### src/rtl/flag_cond_eval_pkg.sv
// -----------------------------------------------------------------------------
// flag_pkg
//   Shared definitions for the ALU flag consumer and the branch unit:
//   condition-code encodings, the latched flag-bundle layout and the
//   holder state enum.
// -----------------------------------------------------------------------------
package flag_pkg;

  // Condition-code encodings (4-bit field).
  localparam logic [3:0] COND_EQ  = 4'd0;
  localparam logic [3:0] COND_NE  = 4'd1;
  localparam logic [3:0] COND_CS  = 4'd2;
  localparam logic [3:0] COND_CC  = 4'd3;
  localparam logic [3:0] COND_MI  = 4'd4;
  localparam logic [3:0] COND_PL  = 4'd5;
  localparam logic [3:0] COND_VS  = 4'd6;
  localparam logic [3:0] COND_VC  = 4'd7;
  localparam logic [3:0] COND_HI  = 4'd8;
  localparam logic [3:0] COND_LS  = 4'd9;
  localparam logic [3:0] COND_GE  = 4'd10;
  localparam logic [3:0] COND_LT  = 4'd11;
  localparam logic [3:0] COND_GT  = 4'd12;
  localparam logic [3:0] COND_LE  = 4'd13;
  localparam logic [3:0] COND_SLT = 4'd14;
  localparam logic [3:0] COND_AL  = 4'd15;

  // Latched flag bundle: compare bit plus the four ALU flags.
  typedef struct packed {
    logic lt;
    logic n;
    logic c;
    logic v;
    logic z;
  } flag_t;

  // Holder state: EMPTY until a bundle has been captured.
  typedef enum logic {
    EMPTY = 1'b0,
    HOLD  = 1'b1
  } state_t;

endpackage

### src/rtl/flag_cond_eval_cond_decode.sv
// -----------------------------------------------------------------------------
// cond_decode
//   Purely combinational evaluation of a condition code against a flag
//   bundle. Shared with the branch unit.
//   Ports:
//     i_flags     flag bundle {lt, n, c, v, z}
//     i_cond_code condition to evaluate
//     o_taken     condition result
// -----------------------------------------------------------------------------
module cond_decode
  import flag_pkg::*;
#(
  parameter int COND_W = 4
) (
  input  flag_t             i_flags,
  input  logic [COND_W-1:0] i_cond_code,
  output logic              o_taken
);

  always_comb begin
    // NOTE: default assigned first so every path drives o_taken (no latch).
    o_taken = 1'b0;
    case (i_cond_code)
      COND_EQ:  o_taken = i_flags.z;
      COND_NE:  o_taken = !i_flags.z;
      COND_CS:  o_taken = i_flags.c;
      COND_CC:  o_taken = !i_flags.c;
      COND_MI:  o_taken = i_flags.n;
      COND_PL:  o_taken = !i_flags.n;
      COND_VS:  o_taken = i_flags.v;
      COND_VC:  o_taken = !i_flags.v;
      COND_HI:  o_taken = i_flags.c & !i_flags.z;
      COND_LS:  o_taken = !i_flags.c | i_flags.z;
      COND_GE:  o_taken = (i_flags.n == i_flags.v);
      COND_LT:  o_taken = (i_flags.n != i_flags.v);
      COND_GT:  o_taken = !i_flags.z & (i_flags.n == i_flags.v);
      COND_LE:  o_taken = i_flags.z | (i_flags.n != i_flags.v);
      COND_SLT: o_taken = i_flags.lt;
      COND_AL:  o_taken = 1'b1;
      default:  o_taken = 1'b0;
    endcase
  end

endmodule

### src/rtl/flag_cond_eval.sv
// -----------------------------------------------------------------------------
// flag_cond_eval
//   Consumer end of the ALU/compare flag interface. Latches the flag bundle,
//   answers condition-code queries with a one-cycle registered result, and
//   tracks overflow events (sticky bit + saturating counter).
//   Ports:
//     clk, reset                 clock, synchronous active-high reset
//     flag_valid / flag_ready    flag bundle handshake
//     zeroFlag..negativeFlag     ALU flags; lt_bit compare result bit
//     clear                      synchronous clear of flags/sticky/counter
//     cond_valid/cond_ready      query handshake, cond_code query field
//     res_valid/res_ready        result handshake, taken result
//     sticky_ovf, ovf_count      overflow debug state
// -----------------------------------------------------------------------------
module flag_cond_eval
  import flag_pkg::*;
#(
  parameter int CNT_W  = 8,
  parameter int COND_W = 4
) (
  input  logic              clk,
  input  logic              reset,
  input  logic              flag_valid,
  output logic              flag_ready,
  input  logic              zeroFlag,
  input  logic              overflowFlag,
  input  logic              carryoutFlag,
  input  logic              negativeFlag,
  input  logic              lt_bit,
  input  logic              clear,
  input  logic              cond_valid,
  input  logic [COND_W-1:0] cond_code,
  output logic              cond_ready,
  output logic              res_valid,
  input  logic              res_ready,
  output logic              taken,
  output logic              sticky_ovf,
  output logic [CNT_W-1:0]  ovf_count
);

  state_t            r_state;
  state_t            w_state_next;
  flag_t             r_flags;
  flag_t             w_flags_in;
  logic              r_taken;
  logic              r_res_valid;
  logic              r_sticky_ovf;
  logic [CNT_W-1:0]  r_ovf_count;
  logic              w_capture;
  logic              w_accept;
  logic              w_taken_next;

  assign w_flags_in = '{lt: lt_bit, n: negativeFlag, c: carryoutFlag,
                        v: overflowFlag, z: zeroFlag};

  // clear wins over a simultaneous capture.
  assign w_capture  = flag_valid & !clear;

  // Queries need held flags and a free (or draining) result slot. Queries
  // coinciding with clear/reset are refused so they are never answered
  // against flags that are about to vanish.
  assign cond_ready = (r_state == HOLD) & (!r_res_valid | res_ready)
                      & !clear & !reset;
  assign w_accept   = cond_valid & cond_ready;

  assign flag_ready = !reset;
  assign res_valid  = r_res_valid;
  assign taken      = r_taken;
  assign sticky_ovf = r_sticky_ovf;
  assign ovf_count  = r_ovf_count;

  // Evaluated against the flags held before this edge, so a bundle captured
  // in the same cycle does not influence the query.
  cond_decode #(.COND_W(COND_W)) u_cond_decode (
    .i_flags     (r_flags),
    .i_cond_code (cond_code),
    .o_taken     (w_taken_next)
  );

  always_comb begin
    w_state_next = r_state;
    if (clear)           w_state_next = EMPTY;
    else if (flag_valid) w_state_next = HOLD;
  end

  always_ff @(posedge clk) begin
    // NOTE: sequential state uses non-blocking assignments so every register
    // samples pre-edge values regardless of statement order.
    if (reset) r_state <= EMPTY;
    else       r_state <= w_state_next;
  end

  // Latched flags and overflow tracking.
  always_ff @(posedge clk) begin
    if (reset || clear) begin
      r_flags      <= '0;
      r_sticky_ovf <= 1'b0;
      r_ovf_count  <= '0;
    end else if (w_capture) begin
      r_flags <= w_flags_in;
      if (overflowFlag) begin
        r_sticky_ovf <= 1'b1;
        if (r_ovf_count != {CNT_W{1'b1}})
          r_ovf_count <= r_ovf_count + CNT_W'(1);
      end
    end
  end

  // Result register; clear deliberately leaves a pending result alone.
  always_ff @(posedge clk) begin
    if (reset) begin
      r_taken     <= 1'b0;
      r_res_valid <= 1'b0;
    end else if (w_accept) begin
      r_taken     <= w_taken_next;
      r_res_valid <= 1'b1;
    end else if (res_ready) begin
      r_res_valid <= 1'b0;
    end
  end

endmodule

### config.mk
export PLATFORM = sky130hd
export DESIGN_NAME = flag_cond_eval
export DESIGN_NICKNAME = d
export VERILOG_FILES = /design/src/rtl/flag_cond_eval_pkg.sv /design/src/rtl/flag_cond_eval_cond_decode.sv /design/src/rtl/flag_cond_eval.sv
export SDC_FILE = /design/constraint.sdc
export NUM_CORES = 1
export LEC_CHECK = 0
export CORE_MARGIN = 4
export CORE_UTILIZATION = 32
export DETAILED_ROUTE_END_ITERATION = 8
export GPL_TIMING_DRIVEN = 0
export MAX_ROUTING_LAYER = met4
export PLACE_DENSITY_LB_ADDON = 0.25
export SKIP_CTS_REPAIR_TIMING = 1
export SLEW_MARGIN = 5
export SYNTH_ARGS = -nofsm -noshare
export SYNTH_HDL_FRONTEND = slang
export SYNTH_SLANG_ARGS = --single-unit
### constraint.sdc
create_clock -name clk -period 1.75 [get_ports clk]
set_input_delay 0.35 -clock clk [delete_from_list [all_inputs] [get_ports clk]]
set_output_delay 0.35 -clock clk [all_outputs]
set_load 0.03 [all_outputs]
== Yosys cells after proc, flatten, opt, wreduce, memory -nomap -nowiden ==
Index checks and enable logic that the tools add are counted.

* Flip-flop bits (word level): 17
* Input bits: 15
* Output and inout port bits: 13
* Word-level logic and storage cells: 55

* Add/sub/neg operators: 1
* Equal/unequal tests: 18
* Mux-type cells: 3
* Bitwise operators: 10
* Reduce and logical (&&, ||, !) cells: 13

{| class="wikitable"
|+ Operators with widths
! cell !! number
|-
| $eq 4x4->1 const B || 8
|-
| $eq 4x3->1 const B || 4
|-
| $pmux 1 s16 || 1
|-
| $add 8x1->8 const B || 1
|-
| $eq 4x2->1 const B || 2
|-
| $ne 8x8->1 const B || 1
|-
| $and 1x1->1 || 7
|-
| $logic_not 1->1 || 7
|-
| $eq 4x1->1 const B || 1
|-
| $logic_not 4->1 || 1
|-
| $or 1x1->1 || 3
|-
| $reduce_and 3->1 || 1
|-
| $mux 1 || 2
|-
| $reduce_and 2->1 || 1
|-
| $reduce_bool 2->1 || 1
|-
| $reduce_or 2->1 || 1
|-
| $eq 1x1->1 || 1
|-
| $logic_or 1x1->1 || 1
|-
| $ne 1x1->1 || 1
|}

== Depth between registers and ports, before layout ==
Gate-level depths: netlist of run 1.

* Word-level depth: 7
* Depth in mapped cells: 6
* Mapped depth without buffers: 6

== By module ==
From an unflattened synthesis of run 1, not the netlist that was laid out.

* Cell total of the unflattened synthesis: 113
* Area total of the unflattened synthesis: 1013.5 µm²

{| class="wikitable"
|+ By module, submodules not included
! module !! instances !! cells each !! area an instance (µm²) !! sequential area each (µm²)
|-
| flag_cond_eval || 1 || 88 || 834.6 || 340.3
|-
| cond_decode || 1 || 25 || 178.9 || 0.0
|}

== Worst setup path before layout of run 1 ==
No wires, ideal clock.

* Path kind: register to register
* Start point: register r_ovf_count[0] (netlist: ovf_count[0])
* End point: register r_ovf_count[2] (netlist: ovf_count[2])
* Library setup time: 128 ps
* Data arrival time: 1441 ps
* Required time: 1622 ps
* Setup slack: 181 ps
* Stages on the path, launching flop included: 7
* Buffers on the path: 0
* Clock period less this slack: 1569 ps
* Path through: dfxtp_1 -> ha_1 -> nand3_1 -> o21a_1 -> nand2_1 -> xor2_1 -> nor2_1

* Cells in the longest elaborated chain, start to end: 2
* Elaborated cells on any way between the ends: 3
* Classes of those cells: add/sub: 1; eq/ne: 1; reduce/logical: 1

{| class="wikitable"
|+ Ends and longest elaborated chain
! item !! RTL line !! source
|-
| start, declared || flag_cond_eval.sv:48 || <nowiki>logic [CNT_W-1:0] r_ovf_count;</nowiki>
|-
| start signal, assigned || flag_cond_eval.sv:104 || <nowiki>r_ovf_count <= r_ovf_count + CNT_W'(1);</nowiki>
|-
| branches (longest 2 deep; another with $add 8x1->8) || -- ||
|}

Several ways; the timed one is not identified.
A chain may end at the register's enable or synchronous reset.

== Worst setup path after layout of run 1 ==
* Start point: register r_taken (netlist: taken)
* End point: output port taken

{| class="wikitable"
|+ RTL lines
! item !! RTL line !! source
|-
| start, declared || flag_cond_eval.sv:45 || <nowiki>logic r_taken;</nowiki>
|-
| start signal, assigned || flag_cond_eval.sv:115 || <nowiki>r_taken <= w_taken_next;</nowiki>
|-
| end, declared || flag_cond_eval.sv:36 || <nowiki>output logic taken,</nowiki>
|}

No word-level cell between the ends.

==> flow_metrics.py, run 1 <==
metrics = {
    "run_status": {
        "outcome": "finished, final reports clean",
    },
    "yosys": {
        "synth_most_common_cell": "nor2_1",
        "postSynthAreaPerCell_um2": 8.77,
        "yosysWarnings": 0,
        "synth_common_cells": "nor2_1, dfxtp_1, xnor2_1",
        "yosysTopAreaCell": "dfxtp_1",
        "synth_fa_ha_area_share_pct": 1.37,
        "ys.flop_type": "dfxtp_1",
        "synth_top_family_by_area": "simple AND/OR/NAND/NOR gates",
        "ys_types": 38,
        "synth.area.mux_share_pct": 6.58,
        "yosys.area_share.simple_pct": 24.3,
        "syn_inst": 104,
        "synthTopCellsByArea": "dfxtp_1, xnor2_1, nor2_1, mux2i_1, a21oi_1",
        "synth-xor-area-share_pct": 10.6,
        "ys_seq_area_share_pct": 37.3,
        "synth_seq_cells": 17,
        "synth-edff-count": 0,
        "synth_compound_area_share_pct": 14.7,
        "yosys.area.top_type_share_pct": 37.3,
        "ys_async_sr_fraction_pct": 0,
        "synth_area_um2": 912,
        "synth_nets": 120,
    },
    "setup_path": {
        "crit_chain": "clkdlybuf4s50_1",
        "critPathLaunchType": "flip-flop",
        "worstReg2RegStart": "ovf_count[0]$_SDFFE_PP0P_",
        "critPathTopFamily": "buffers and inverters",
        "worstRegToRegCells": 6,
        "slowest_delay_ps": 680,
        "critPathLaunch": "taken$_SDFFE_PP0P_",
        "crit_path_end_kind": "primary output",
        "cp-endpoint": "taken",
        "worstPathArrival_ps": 1350,
        "r2r-end": "ovf_count[2]$_SDFFE_PP0P_",
        "r2r_slack_ps": 310,
        "criticalPathCategory": "reg -> out",
        "cp_slowest_cell": "clkdlybuf4s50_1",
        "required_ps": 1400,
        "worst-path-buf-inv": 1,
        "cp_max_fo": 3,
        "cp.depth": 1,
    },
    "pwr": {
        "power.net_switching_uw": 186,
        "total_power_uw": 726,
        "clkPwrFrac_pct": 29.2,
        "ir_drop_uv": 309,
        "seq_power_share_pct": 55.0,
        "p_int_uw": 540,
        "cellLeakagePower_uw": 0.000597,
        "swShare_pct": 25.6,
        "pwr-share-comb_pct": 15.8,
        "power_density_mw_per_mm2": 592,
    },
    "finish": {
        "diodes": 0,
        "ff_latch_area_um2": 340,
        "fillers": 278,
        "multi_input_area_um2": 524,
        "nNetsFinal": 148,
        "area_growth_syn_to_layout_pct": 34.4,
        "drive_gt1_share_pct": 11.5,
    },
    "routing": {
        "drc": 0,
        "viasPerCell": 4.86,
        "dr_total_vias": 788,
        "drtAntennaViolNets": 0,
        "wirelength_um": 1930,
        "drt_iter0_markers": 18,
        "dr.pass1.iters": 4,
        "wire_per_inst_um": 11.9,
    },
    "sta": {
        "hold_viol": 0,
        "fin_crit_ps": 1700,
        "tightest_slew_ps": 470,
        "rsz0062_at_grt": "yes",
        "finalClockSkew_ps": 7.95,
        "whs_ps": 352,
        "fmax_mhz": 590,
        "slew_headroom_pct": 68.7,
        "fin_crit_sh_pct": 96.9,
        "final-max-slew-violation-count": 0,
        "setup_viol": 0,
    },
    "die": {
        "fp.dieArea_mm2": 0.00377,
        "io_pins": 28,
        "placementRows": 19,
        "initial_core_util_pct": 33.4,
        "die_h_um": 61.4,
        "die_w_um": 61.4,
        "core_mm2": 0.00273,
    },
    "clock_tree": {
        "clk_latency_ps": 290,
        "path_clk_slew_ps": 100,
        "cts_made_buffers": 3,
        "cts_htree_levels": 1,
        "cts_max_path_buffers": 2,
        "cts_tree": "yes",
        "clock_sinks": 17,
        "root_buffer": "clkbuf_4",
    },
    "flow_run": {
        "max_cap_viol_count": 0,
    },
    "place": {
        "port_buffers": 23,
        "gp_congestion": 0.764,
    },
    "hold_path": {
        "hold_class": "in -> reg",
    },
    "global_route": {
        "antenna_found_initial": 0,
        "grt.total_usage_pct": 10.8,
        "grt_pass1_wl_um": 2990,
        "grt_pass1_vias": 727,
        "grt_max_degree": 11,
        "overflow": 0,
    },
}
## worst min-delay path by stage
| stage | start | to | slack (ps) | cells after the start |
|---|---|---|---|---|
| after floorplan | reset | res_valid$_SDFFE_PP0P_ | 420 | 1 |
| after global placement | sticky_ovf$_SDFFE_PP0P_ | sticky_ovf$_SDFFE_PP0P_ | 450 | 2 |
| after detailed placement | r_state$_SDFFE_PP0P_ | r_state$_SDFFE_PP0P_ | 480 | 2 |
| after CTS | flag_valid | r_state$_SDFFE_PP0P_ | 350 | 3 |
| after global routing | flag_valid | r_flags[2]$_SDFFE_PP0P_ | 390 | 3 |
| final | flag_valid | r_state$_SDFFE_PP0P_ | 350 | 3 |
## cells by family (layout without fill, tap and decap cells)
kind of cell             after synthesis  count (layout)
adder cells (fa/ha/maj)                1               1
flip-flops                            17              17
AO/OA/AOI/OAI                         16              16
XOR/XNOR                              11              11
multiplexers                           6               6
AND/OR/NAND/NOR                       44              44
buffers and inverters                  9              36
## sequential cells by signal, indices dropped and copies added, names as in the netlist
name and cells:
ovf_count 8, r_flags 5, r_state 1, res_valid 1
sticky_ovf 1, taken 1
## power groups by stage
stage,sequential [µW],combinational [µW],clock [µW]
floorplan,409,70.8,0
global placement,408,114,0
detailed placement,408,116,0
CTS,399,117,226
global route,400,126,236
finish,399,115,212
## cell usage in the layout, fill, tap and decap left out, drive strengths merged, types with 3 or more instances in the layout
cell type       n
a21oi           5
buf             4
clkbuf          6
clkdlybuf4s50  13
dfxtp          17
dlymetal6s2s    9
inv             3
mux2i           6
nand2           6
nor2           19
xnor2           9
## metrics by stage
| stage | utilization (%) | area (µm²) | worst slack, ps | cells | TNS [ps] |
|---|---|---|---|---|---|
| after floorplan | - | 912 | 181 | 104 | 0 |
| after global placement | 43.2 | 1180 | -405 | 158 | -2260 |
| after detailed placement | 43.2 | 1180 | -397 | 158 | -2350 |
| after CTS | 44.2 | 1210 | -406 | 162 | -675 |
| after global routing | 44.9 | 1230 | -32.6 | 162 | -32.6 |
| final | 44.9 | 1230 | 54.7 | 162 | 0 |
## routing by layer
metal / part of all wire, % / vias up / global-route usage [%] / wire (µm)
li1: - / 411 / - / -
met1: 46 / 359 / 13.3 / 894
met2: 48 / 16 / 17.5 / 925
met3: 4.6 / 2 / 2.10 / 88
met4: 1.1 / 0 / 3.64 / 21
met5: 0 / - / - / 0
## final cells by class
cell class              count  share of cell area (%)
plain buffers               6                    2.96
clock buffers               3                    1.84
clock inverters             1                   0.408
inverters                   3                   0.918
multi-input cells          78                    42.8
flip-flops and latches     17                    27.8
well taps                  31                    3.16
repair buffers             23                    20.2
(Power assumes the default switching activity.)
==> inputs of run 2 (changes only) <==
--- a/config.mk
+++ b/config.mk
@@ -7,6 +7,7 @@
 export LEC_CHECK = 0
 export CORE_MARGIN = 4
 export CORE_UTILIZATION = 32
+export CTS_CLUSTER_DIAMETER = 80
 export DETAILED_ROUTE_END_ITERATION = 8
 export GPL_TIMING_DRIVEN = 0
 export MAX_ROUTING_LAYER = met4
==> results of run 2 <==
No change in the layout: final DEF, timing and power equal those of run 1.
==> inputs of run 3 (changes only) <==
--- a/config.mk
+++ b/config.mk
@@ -10,8 +10,7 @@
 export CTS_CLUSTER_DIAMETER = 80
 export DETAILED_ROUTE_END_ITERATION = 8
 export GPL_TIMING_DRIVEN = 0
-export MAX_ROUTING_LAYER = met4
-export PLACE_DENSITY_LB_ADDON = 0.25
+export PLACE_DENSITY = 0.65
 export SKIP_CTS_REPAIR_TIMING = 1
 export SLEW_MARGIN = 5
 export SYNTH_ARGS = -nofsm -noshare
==> flow_metrics.py, run 3 (same netlist as run 1, synthesis figures left out) <==
metrics = {
    "setup_path": {
        "crit_path_end_kind": "primary output",
        "critPathLaunch": "reset",
        "worstReg2RegStart": "ovf_count[0]$_SDFFE_PP0P_",
        "cp_max_fo": 5,
        "required_ps": 1400,
        "worstPathArrival_ps": 1330,
        "criticalPathCategory": "in -> out",
        "critPathLaunchType": "primary input",
    },
    "die": {
        "initial_core_util_pct": 33.4,
        "io_pins": 28,
        "core_mm2": 0.00273,
        "die_w_um": 61.4,
        "placementRows": 19,
        "die_h_um": 61.4,
        "fp.dieArea_mm2": 0.00377,
    },
    "clock_tree": {
        "clk_latency_ps": 290,
        "root_buffer": "clkbuf_4",
        "cts_htree_levels": 1,
        "clock_sinks": 17,
        "cts_tree": "yes",
        "cts_max_path_buffers": 2,
        "cts_made_buffers": 3,
        "path_clk_slew_ps": 100,
    },
    "global_route": {
        "antenna_found_initial": 0,
        "overflow": 0,
        "grt_pass1_vias": 800,
        "grt.total_usage_pct": 11.8,
        "grt_pass1_wl_um": 3280,
        "grt_max_degree": 11,
    },
    "finish": {
        "area_growth_syn_to_layout_pct": 34.7,
        "fillers": 286,
        "multi_input_area_um2": 524,
        "largest_reg_flops": 8,
        "nNetsFinal": 148,
        "utilization_pct": 44.9,
        "final_common_cell": "nor2_1",
        "diodes": 0,
        "layout_common_cells": "nor2_1, dfxtp_1, clkdlybuf4s50_1",
        "ff_latch_area_um2": 340,
        "fin_cells": 162,
        "drive_gt1_share_pct": 11.5,
    },
    "routing": {
        "wirelength_um": 1950,
        "drt_iter0_markers": 29,
        "drtAntennaViolNets": 0,
        "dr_total_vias": 782,
        "dr.pass1.iters": 4,
        "viasPerCell": 4.83,
        "wire_per_inst_um": 12.0,
        "drc": 0,
    },
    "place": {
        "dpl.hpwl_um": 1460,
        "gp_congestion": 0.813,
        "port_buffers": 23,
        "dp.cells": 158,
        "dp_slack_ps": -392,
    },
    "hold_path": {
        "min_from": "flag_valid",
        "hold_class": "in -> reg",
    },
    "pwr": {
        "pwr-share-comb_pct": 15.9,
        "total_power_uw": 724,
        "swShare_pct": 25.4,
        "p_int_uw": 540,
        "cellLeakagePower_uw": 0.000616,
        "seq_power_share_pct": 55.1,
        "ir_drop_uv": 550,
        "clkPwrFrac_pct": 29.0,
        "power_density_mw_per_mm2": 589,
        "power.net_switching_uw": 184,
    },
    "sta": {
        "setup_viol": 0,
        "finalWorstSetupSlack_ps": 70.9,
        "final-max-slew-violation-count": 0,
        "tightest_slew_ps": 471,
        "hold_viol": 0,
        "setup_tns_ps": 0,
        "slew_headroom_pct": 68.6,
        "rsz0062_at_grt": "no",
        "fmax_mhz": 596,
        "fin_crit_ps": 1680,
        "fin_crit_sh_pct": 95.9,
        "finalClockSkew_ps": 1.27,
    },
    "run_status": {
        "outcome": "finished, final reports clean",
    },
    "flow_run": {
        "max_cap_viol_count": 0,
    },
}
==> run 3: per-stage QoR <==
| step | hold WS [ps] | instance area (µm²) |
|---|---|---|
| floorplan | 419 | 912 |
| global placement | 460 | 1180 |
| detailed placement | 467 | 1180 |
| CTS | 335 | 1210 |
| global route | 378 | 1230 |
| finish | 347 | 1230 |
==> run 3: power groups by stage <==
stage / Sequential, µW / Combinational [µW] / Clock, µW
after CTS: 399 / 117 / 227
after floorplan: 409 / 70.8 / 0
after global routing: 400 / 127 / 247
after global placement: 408 / 114 / 0
after detailed placement: 408 / 116 / 0
final: 399 / 115 / 210
==> run 3: final cells by class <==
cell class | instances | share of cell area, %
plain buffers | 6 | 2.95
well taps | 31 | 3.16
multi-input cells | 78 | 42.7
clock inverters | 1 | 0.407
flip-flops and latches | 17 | 27.7
inverters | 3 | 0.916
repair buffers | 23 | 20.4
clock buffers | 3 | 1.83
==> run 3: critical path, stage by stage <==
cell             delay, ps
clkdlybuf4s50_1        470
nor2_1                 140
and3_1                 160
clkbuf_2               200
==> run 3: final timing paths <==
kind | slack [ps] | depth (start not counted) | to
worst max-delay path | 70 | 4 | cond_ready
worst max register to register | 320 | 6 | ovf_count[2]$_SDFFE_PP0P_
worst min-delay path | 350 | 3 | r_state$_SDFFE_PP0P_
worst min register to register | 480 | 2 | sticky_ovf$_SDFFE_PP0P_
==> run 3: metal layers <==
layer,vias up,global-route usage [%],share of wire (%)
li1,410,-,-
met1,342,14.2,44
met2,28,19.6,44
met3,2,4.19,11
met4,0,3.64,0.72
met5,-,0,0
